$ cat src/rtl/pe_pkg.sv
`default_nettype none
// ============================================================================
// Module      : pe_pkg
// Description : Shared definitions for the PE partial-sum accumulator. It holds
//               the accumulator FSM state encoding, the 32-bit signed limits
//               used for saturation, and a signed-overflow helper.
// Revision    : 1.0 - initial release
// ============================================================================
package pe_pkg;

    // Accumulator control states.
    typedef enum logic [1:0] {
        IDLE = 2'd0,    // waiting for the first beat of a new accumulation
        ACC  = 2'd1,    // adding the remaining beats
        OUT  = 2'd2     // holding the result until downstream takes it
    } pe_state_t;

    // Signed 32-bit clamp values.
    localparam logic [31:0] INT32_MAX = 32'h7FFF_FFFF;
    localparam logic [31:0] INT32_MIN = 32'h8000_0000;

    // Two's-complement overflow: both operands have the same sign and the
    // sum's sign differs from it.
    function automatic logic signed_add_ovf(input logic a_msb,
                                            input logic b_msb,
                                            input logic s_msb);
        return (a_msb == b_msb) && (s_msb != a_msb);
    endfunction

endpackage : pe_pkg
`default_nettype wire

$ cat src/rtl/pe_sadd.sv
`default_nettype none
// ============================================================================
// Module      : pe_sadd
// Description : Combinational signed adder with overflow flag. When the
//               PE_PSUM_SAT_EN macro is defined an overflowing sum is clamped
//               to the most positive / most negative value; otherwise the sum
//               wraps modulo 2^DATA_W. The overflow flag is reported in both
//               builds.
// Ports       : i_a, i_b  - signed operands (DATA_W)
//               o_sum     - wrapped or saturated sum (DATA_W)
//               o_ovf     - signed overflow occurred
// Config      : PE_PSUM_SAT_EN (macro) - enables saturation
// Revision    : 1.0 - initial release
// ============================================================================
module pe_sadd
    import pe_pkg::*;
#(
    parameter int DATA_W = 32
) (
    input  logic [DATA_W-1:0] i_a,
    input  logic [DATA_W-1:0] i_b,
    output logic [DATA_W-1:0] o_sum,
    output logic              o_ovf
);

    logic [DATA_W-1:0] w_raw;
    logic              w_ovf;

    // Plain modulo-2^DATA_W sum; the carry out is intentionally discarded.
    assign w_raw = i_a + i_b;
    assign w_ovf = signed_add_ovf(i_a[DATA_W-1], i_b[DATA_W-1], w_raw[DATA_W-1]);

`ifdef PE_PSUM_SAT_EN
    // For the standard 32-bit datapath use the shared limits; other widths
    // derive the equivalent clamp values.
    localparam logic [DATA_W-1:0] c_POS_SAT = (DATA_W == 32) ? DATA_W'(INT32_MAX)
                                            : {1'b0, {(DATA_W-1){1'b1}}};
    localparam logic [DATA_W-1:0] c_NEG_SAT = (DATA_W == 32) ? DATA_W'(INT32_MIN)
                                            : {1'b1, {(DATA_W-1){1'b0}}};

    // On overflow both operands share a sign, so i_a's sign selects the rail.
    assign o_sum = w_ovf ? (i_a[DATA_W-1] ? c_NEG_SAT : c_POS_SAT) : w_raw;
`else
    assign o_sum = w_raw;
`endif

    assign o_ovf = w_ovf;

endmodule : pe_sadd
`default_nettype wire

$ cat src/rtl/pe_psum_acc.sv
`default_nettype none
// ============================================================================
// Module      : pe_psum_acc
// Description : Partial-sum accumulator behind a 32-lane adder tree. It collects
//               cfg_len signed beats (0 counts as 1), adds them, and presents
//               the result with a sticky signed-overflow flag on a
//               valid/ready output. The result is held until it is accepted.
//               No new beat is taken while a result is pending.
// Ports       : clk, rst           - clock, synchronous active-high reset
//               in_vld/in_rdy      - input beat handshake
//               in_data            - signed beat value (DATA_W)
//               cfg_len            - beats per result, sampled on first beat
//               out_vld/out_rdy    - result handshake
//               out_data           - accumulated signed result (DATA_W)
//               out_ovf            - overflow seen during this accumulation
// Config      : PE_PSUM_SAT_EN (macro) - saturate instead of wrap, see pe_sadd
// Revision    : 1.0 - initial release
// ============================================================================
module pe_psum_acc
    import pe_pkg::*;
#(
    parameter int DATA_W = 32,
    parameter int LEN_W  = 16
) (
    input  logic              clk,
    input  logic              rst,
    input  logic              in_vld,
    output logic              in_rdy,
    input  logic [DATA_W-1:0] in_data,
    input  logic [LEN_W-1:0]  cfg_len,
    output logic              out_vld,
    input  logic              out_rdy,
    output logic [DATA_W-1:0] out_data,
    output logic              out_ovf
);

    pe_state_t         r_state;
    logic [DATA_W-1:0] r_acc;
    logic [LEN_W-1:0]  r_cnt;
    logic [LEN_W-1:0]  r_len;
    logic              r_ovf;
    logic              r_out_vld;
    logic [DATA_W-1:0] r_out_data;
    logic              r_out_ovf;

    logic              w_beat;
    logic [LEN_W-1:0]  w_len_first;
    logic [LEN_W-1:0]  w_cnt_nxt;
    logic [DATA_W-1:0] w_sum;
    logic              w_add_ovf;
    logic              w_ovf_nxt;

    // Ready is withheld while a result is pending and throughout reset so no
    // beat can be accepted into a state that is about to be cleared.
    assign in_rdy      = ~rst & (r_state != OUT);
    assign w_beat      = in_vld & in_rdy;

    // A zero length would never complete; it is treated as a single beat.
    assign w_len_first = (cfg_len == '0) ? LEN_W'(1) : cfg_len;
    assign w_cnt_nxt   = r_cnt + LEN_W'(1);
    assign w_ovf_nxt   = r_ovf | w_add_ovf;

    pe_sadd #(
        .DATA_W (DATA_W)
    ) u_sadd (
        .i_a   (r_acc),
        .i_b   (in_data),
        .o_sum (w_sum),
        .o_ovf (w_add_ovf)
    );

    // Control, accumulator and output register. The output register is loaded
    // on the edge that accepts the final beat, so the result appears exactly
    // one cycle later and stays frozen outside OUT.
    always_ff @(posedge clk) begin
        if (rst) begin
            r_state    <= IDLE;
            r_acc      <= '0;
            r_cnt      <= '0;
            r_len      <= LEN_W'(1);
            r_ovf      <= 1'b0;
            r_out_vld  <= 1'b0;
            r_out_data <= '0;
            r_out_ovf  <= 1'b0;
        end else begin
            case (r_state)
                IDLE: begin
                    if (w_beat) begin
                        // First beat seeds the accumulator directly.
                        r_acc <= in_data;
                        r_len <= w_len_first;
                        r_cnt <= LEN_W'(1);
                        r_ovf <= 1'b0;
                        if (w_len_first == LEN_W'(1)) begin
                            r_state    <= OUT;
                            r_out_vld  <= 1'b1;
                            r_out_data <= in_data;
                            r_out_ovf  <= 1'b0;
                        end else begin
                            r_state <= ACC;
                        end
                    end
                end

                ACC: begin
                    if (w_beat) begin
                        r_acc <= w_sum;
                        r_cnt <= w_cnt_nxt;
                        r_ovf <= w_ovf_nxt;
                        if (w_cnt_nxt == r_len) begin
                            r_state    <= OUT;
                            r_out_vld  <= 1'b1;
                            r_out_data <= w_sum;
                            r_out_ovf  <= w_ovf_nxt;
                        end
                    end
                end

                OUT: begin
                    if (out_rdy) begin
                        r_state   <= IDLE;
                        r_out_vld <= 1'b0;
                    end
                end

                default: begin
                    r_state   <= IDLE;
                    r_out_vld <= 1'b0;
                end
            endcase
        end
    end

    assign out_vld  = r_out_vld;
    assign out_data = r_out_data;
    assign out_ovf  = r_out_ovf;

endmodule : pe_psum_acc
`default_nettype wire

$ cat config.mk
export PLATFORM = sky130hd
export DESIGN_NAME = pe_psum_acc
export DESIGN_NICKNAME = d
export VERILOG_FILES = /design/src/rtl/pe_pkg.sv /design/src/rtl/pe_sadd.sv /design/src/rtl/pe_psum_acc.sv
export SDC_FILE = /design/constraint.sdc
export NUM_CORES = 1
export LEC_CHECK = 0
export CAP_MARGIN = 20
export CORE_ASPECT_RATIO = 2
export CORE_MARGIN = 4
export CORE_UTILIZATION = 45
export CTS_BUF_LIST = sky130_fd_sc_hd__clkbuf_8
export CTS_CLUSTER_DIAMETER = 120
export DETAILED_ROUTE_END_ITERATION = 10
export PLACE_DENSITY = 0.68
export SLEW_MARGIN = 5
export SYNTH_ARGS = -nofsm -noshare
export SYNTH_HDL_FRONTEND = slang
export SYNTH_SLANG_ARGS = --single-unit
$ cat constraint.sdc
create_clock -name clk -period 9.2 [get_ports clk]
set_input_delay 0.92 -clock clk [delete_from_list [all_inputs] [get_ports clk]]
set_output_delay 0.92 -clock clk [all_outputs]
set_load 0.01 [all_outputs]
* After elaboration in Yosys (flattened, before gate mapping) *
Cells that the tools add are included.

storage, ports and cells
  bits in registers = 101
  input port bits = 52
  output and inout bits = 35
  word-level logic and storage cells = 67

operators by class
  add/subtract/negate cells = 2
  equal/unequal tests = 12
  mux-type cells = 32
  bitwise logic cells = 4
  reduce and logical (&&, ||, !) cells = 9

operators by type and width
  kind                                            number
  two-way mux 32 bit                              6
  one-hot mux 32 bit (2 select lines)             2
  two-way mux 16 bit                              3
  adder 32 bit                                    1
  one-hot mux 16 bit (2 select lines)             1
  adder 16 x 1 -> 16 bit, second input constant   1
  == test 16 x 1 -> 1 bit, second input constant  1
  == test 16 bit                                  1
  zero test 16 bit                                1
  inequality test 2 bit, second input constant    6
  two-way mux 1 bit                               11
  two-way mux 2 bit                               5
  AND reduction 5 bit                             2
  one-hot mux 2 bit (3 select lines)              1
  one-hot mux 1 bit (2 select lines)              2
  AND reduction 4 bit                             1
  one-hot mux 1 bit (3 select lines)              1
  AND reduction 3 bit                             1
  bitwise AND 1 bit                               2
  == test 2 x 1 -> 1 bit, second input constant   1
  == test 2 bit, second input constant            1
  zero test 2 bit                                 1
  AND reduction 2 bit                             1
  nonzero test 2 bit                              1
  5 further kinds                                 5

* Depth between registers and ports, before layout *
  depth in word-level cells = 7
  depth in mapped cells = 12
  mapped depth without buffers = 12

* Modules after synthesis *
Synthesis repeated with hierarchy kept, for this count alone.

second synthesis, totals
  cells, all modules = 848
  area, all modules = 6,850.3 µm²

modules (own cells, without submodules)
  module       times used  cells an instance  area an instance (µm²)  seq. area each (µm²)
  pe_psum_acc  1           604                5,062.4                 2,021.9
  pe_sadd      1           244                1,788.0                 0.0

* Worst setup path after synthesis *
OpenSTA, ideal clock, no wires.

  kind = in2reg
  start = input port in_data[0]
  end = register r_out_data[16], in the netlist out_data[16]
  library setup time = 0.086 ns
  arrival = 3.493 ns
  required time = 9.114 ns
  setup slack = 5.621 ns
  stages = 12
  path buffers = 0
  cells stage by stage = ha_1 > inv_1 > fa_1 > nor2b_1 > o31a_1 > o311a_1 > or4b_2 > a31o_2 > a21oi_1 > xnor2_1 > mux2i_1 > a211oi_1

between the ends
  longest elaborated chain between the ends = 4

ends and longest elaborated chain
  item                                 RTL line            RTL
  start, declared                      pe_psum_acc.sv:29   input logic [DATA_W-1:0] in_data,
  adder 32 bit                         pe_sadd.sv:30       assign w_raw = i_a + i_b;
  two-way mux 32 bit                   pe_psum_acc.sv:110  if (w_cnt_nxt == r_len) begin
  two-way mux 32 bit                   pe_psum_acc.sv:106  if (w_beat) begin
  one-hot mux 32 bit (2 select lines)  pe_psum_acc.sv:86   case (r_state)
  end signal, assigned                 pe_psum_acc.sv:97   r_out_data <= in_data;
  end signal, assigned                 pe_psum_acc.sv:113  r_out_data <= w_sum;
  end, declared                        pe_psum_acc.sv:43   logic [DATA_W-1:0] r_out_data;

Every way passes these cells. The select of a mux whose other input is x is not followed.
A chain may end at the register's enable or synchronous reset.

* Worst setup path in the final report *
  start = input port in_data[0]
  end = register r_out_data[22], in the netlist out_data[22]

Same word-level chain as after synthesis.

==> results.cfg <==
[run_status]
outcome = complete, no violations

[place]
hpwl_um = 14500
io_buffers = 86
finalWeightedCongestion = 0.976
post-place-ws_ps = 4920

[run]
cap_violations = 0

[floorplan]
pin_count = 87
die_w_um = 91.9
rows = 61
die_h_um = 176
dieArea_um2 = 16100
core-area_um2 = 13900
start_util_pct = 45.6

[sta]
tns_ps = 0
max_freq_mhz = 257
drv_slew = 0
hold_viol = 0
finalCritPeriodShare_pct = 42.3
finClkSkew_ps = 16.0
setup_slack_ps = 5310
slew_headroom_pct = 28.3
rsz0062_at_grt = false
setup_viol = 0
period_needed_ps = 3890
max_slew.worst_pin.slew_ps = 1070

[yosys]
yosysSeqAreaShare_pct = 31.9
async_flop_share_pct = 0
syn_inst = 849
yosysTopAreaCell = dfxtp_1
synth.top_cells.by_count = nand2_1, dfxtp_1, a21oi_1
synthDistinctLibCells = 66
yosysTopAreaCellShare_pct = 31.9
synth-edff-count = 0
synthFlopType = dfxtp_1
syn_nets = 934
ys_ff_latch = 101
syn_area_um2 = 6330
synth_area_leaders = dfxtp_1, nand2_1, ha_1, a21oi_1, o21ai_0
synth_area_per_cell_um2 = 7.46
synth.most_common_cell = nand2_1
yosysWarningCount = 0

[cells_and_area]
finalNetCount = 985
antenna_cells = 0
drive_gt1_share_pct = 4.75
fillers = 1416
area_growth_pct = 17.7

[worst_hold_path]
min_path_type = reg -> reg

[route]
first_iter_violations = 323
firstDrtPassIters = 5
viasPerCell = 5.66
ant_nets = 0
via_count = 6194
wl_per_cell_um = 17.8
drc = 0
totalWireLength_um = 19400

[global_routing]
antenna_found_initial = 0
grt_pass1_vias = 6202
overflow = 0
grt_pass1_wl_um = 30800
grtUsageTotal_pct = 24.1
grt_start_max_net_pins = 68

[critical_path]
cp_top_family = compound AO/OA/AOI/OAI gates
path_buf_inv = 2
end_kind = register
required_ps = 9430
r2r_slack_ps = 5330
cp_cell_sequence = clkdlybuf4s50_1, ha_1, inv_1, fa_1, nor2b_1, o31a_1, o311a_1, or4b_2, a21oi_1, xor2_1, nor2_1, a21oi_1, a211oi_1
critPathMaxFanout = 4
slowest_delay_ps = 740
slowest_stage = or4b_2
arrival_ps = 4120
worst_path_most_repeated_cell = a21oi_1
cp-start-kind = primary input
path_class = in -> reg

[clock_tree]
clock_path_buffers = 2
clk_latency_ps = 380
post-cts-setup-buffer-count = 0
ctsResizeCount = 0
cts_tree = done
cts_hold_buf = 0
numCtsBuffers = 9
cts_root_buf = clkbuf_8
htree_levels = 3
clk_pin_slew_ps = 100
clock_sinks = 101

[power_and_ir_drop]
ir_drop_uv = 73.7
p_leak_nw = 2.94
finalPower_mw = 1.05
pwr_density_cell_nw_per_um2 = 141
[power breakdown]
group | total (mW) | leakage [nW] | switching [mW] | internal (mW)
clock network | 0.283 | 0.0954 | 0.173 | 0.111
registers | 0.476 | 0.823 | 0.0161 | 0.460
logic | 0.294 | 2.03 | 0.173 | 0.121
[layout make-up]
cell class | count | area, um2 | share of cell area (%)
multi-input cells | 677 | 4020 | 54.0
flip-flops and latches | 101 | 2020 | 27.1
repair buffers | 94 | 916 | 12.3
well taps | 189 | 236 | 3.17
clock buffers | 10 | 138 | 1.85
inverters | 17 | 63.8 | 0.857
clock inverters | 6 | 53.8 | 0.722
[final timing paths]
path,from,to,cells after the start
max reg2reg,r_cnt[0],out_data[25],11
min,out_data[0],out_data[0],2
min reg2reg,out_data[0],out_data[0],2
max,in_data[0],out_data[22],13
[cell families (layout without fill, tap and decap cells)]
group                      after synthesis  in the layout  share of synthesized area, %
AOI/OAI and AO/OA                      235            235                          22.5
xor gates and xnor gates                46             46                          6.36
adders and majority gates               33             33                          6.64
buffers and inverters                   71            127                          4.66
DFF                                    101            101                          31.9
muxes                                    9              9                          1.42
and+or+nand+nor                        354            354                          26.5
[cells in the final DEF (no fill, tap or decap), types with 8 or more instances in the layout]
cell type,instances
a211oi_1,16
a21o_1,11
a21oi_1,78
a22oi_1,14
a31oi_1,9
and3_1,11
buf_4,8
clkbuf_8,10
clkdlybuf4s50_1,85
dfxtp_1,101
ha_1,32
inv_1,16
mux2i_1,9
nand2_1,149
nand3_1,40
nand4_1,12
nor2_1,72
nor3_1,19
o21ai_0,68
xnor2_1,20
xor2_1,26
[metrics by stage]
stage / hold WS, ps / std cells / util, % / cell area (um2)
after floorplan: 438 / 849 / - / 6330
after global placement: 438 / 1078 / 52.3 / 7260
after detailed placement: 445 / 1078 / 52.3 / 7260
after CTS: 457 / 1094 / 53.6 / 7450
after global routing: 483 / 1094 / 53.6 / 7450
final: 456 / 1094 / 53.6 / 7450
[per-layer routing]
| layer | track usage (%) | routed length, um | vias up |
|---|---|---|---|
| met4 | 13.8 | 991 | 0 |
| met5 | 0 | 0 | - |
| met3 | 2.79 | 433 | 51 |
| met2 | 47.7 | 11100 | 134 |
| met1 | 23.2 | 6920 | 2899 |
| li1 | - | - | 3110 |
[worst min-delay path: stages (launching register included)]
cell	delay (ps)
dfxtp_1	320
nand2_1	50
a21oi_1	50
[sequential cells by signal, summed over array words and instances, names as in the netlist]
signal / cells
r_acc: 32
out_vld: 1
r_cnt: 16
r_ovf: 1
r_state: 2
out_data: 32
r_len: 16
out_ovf: 1
Power figures use the tool's default switching activity.
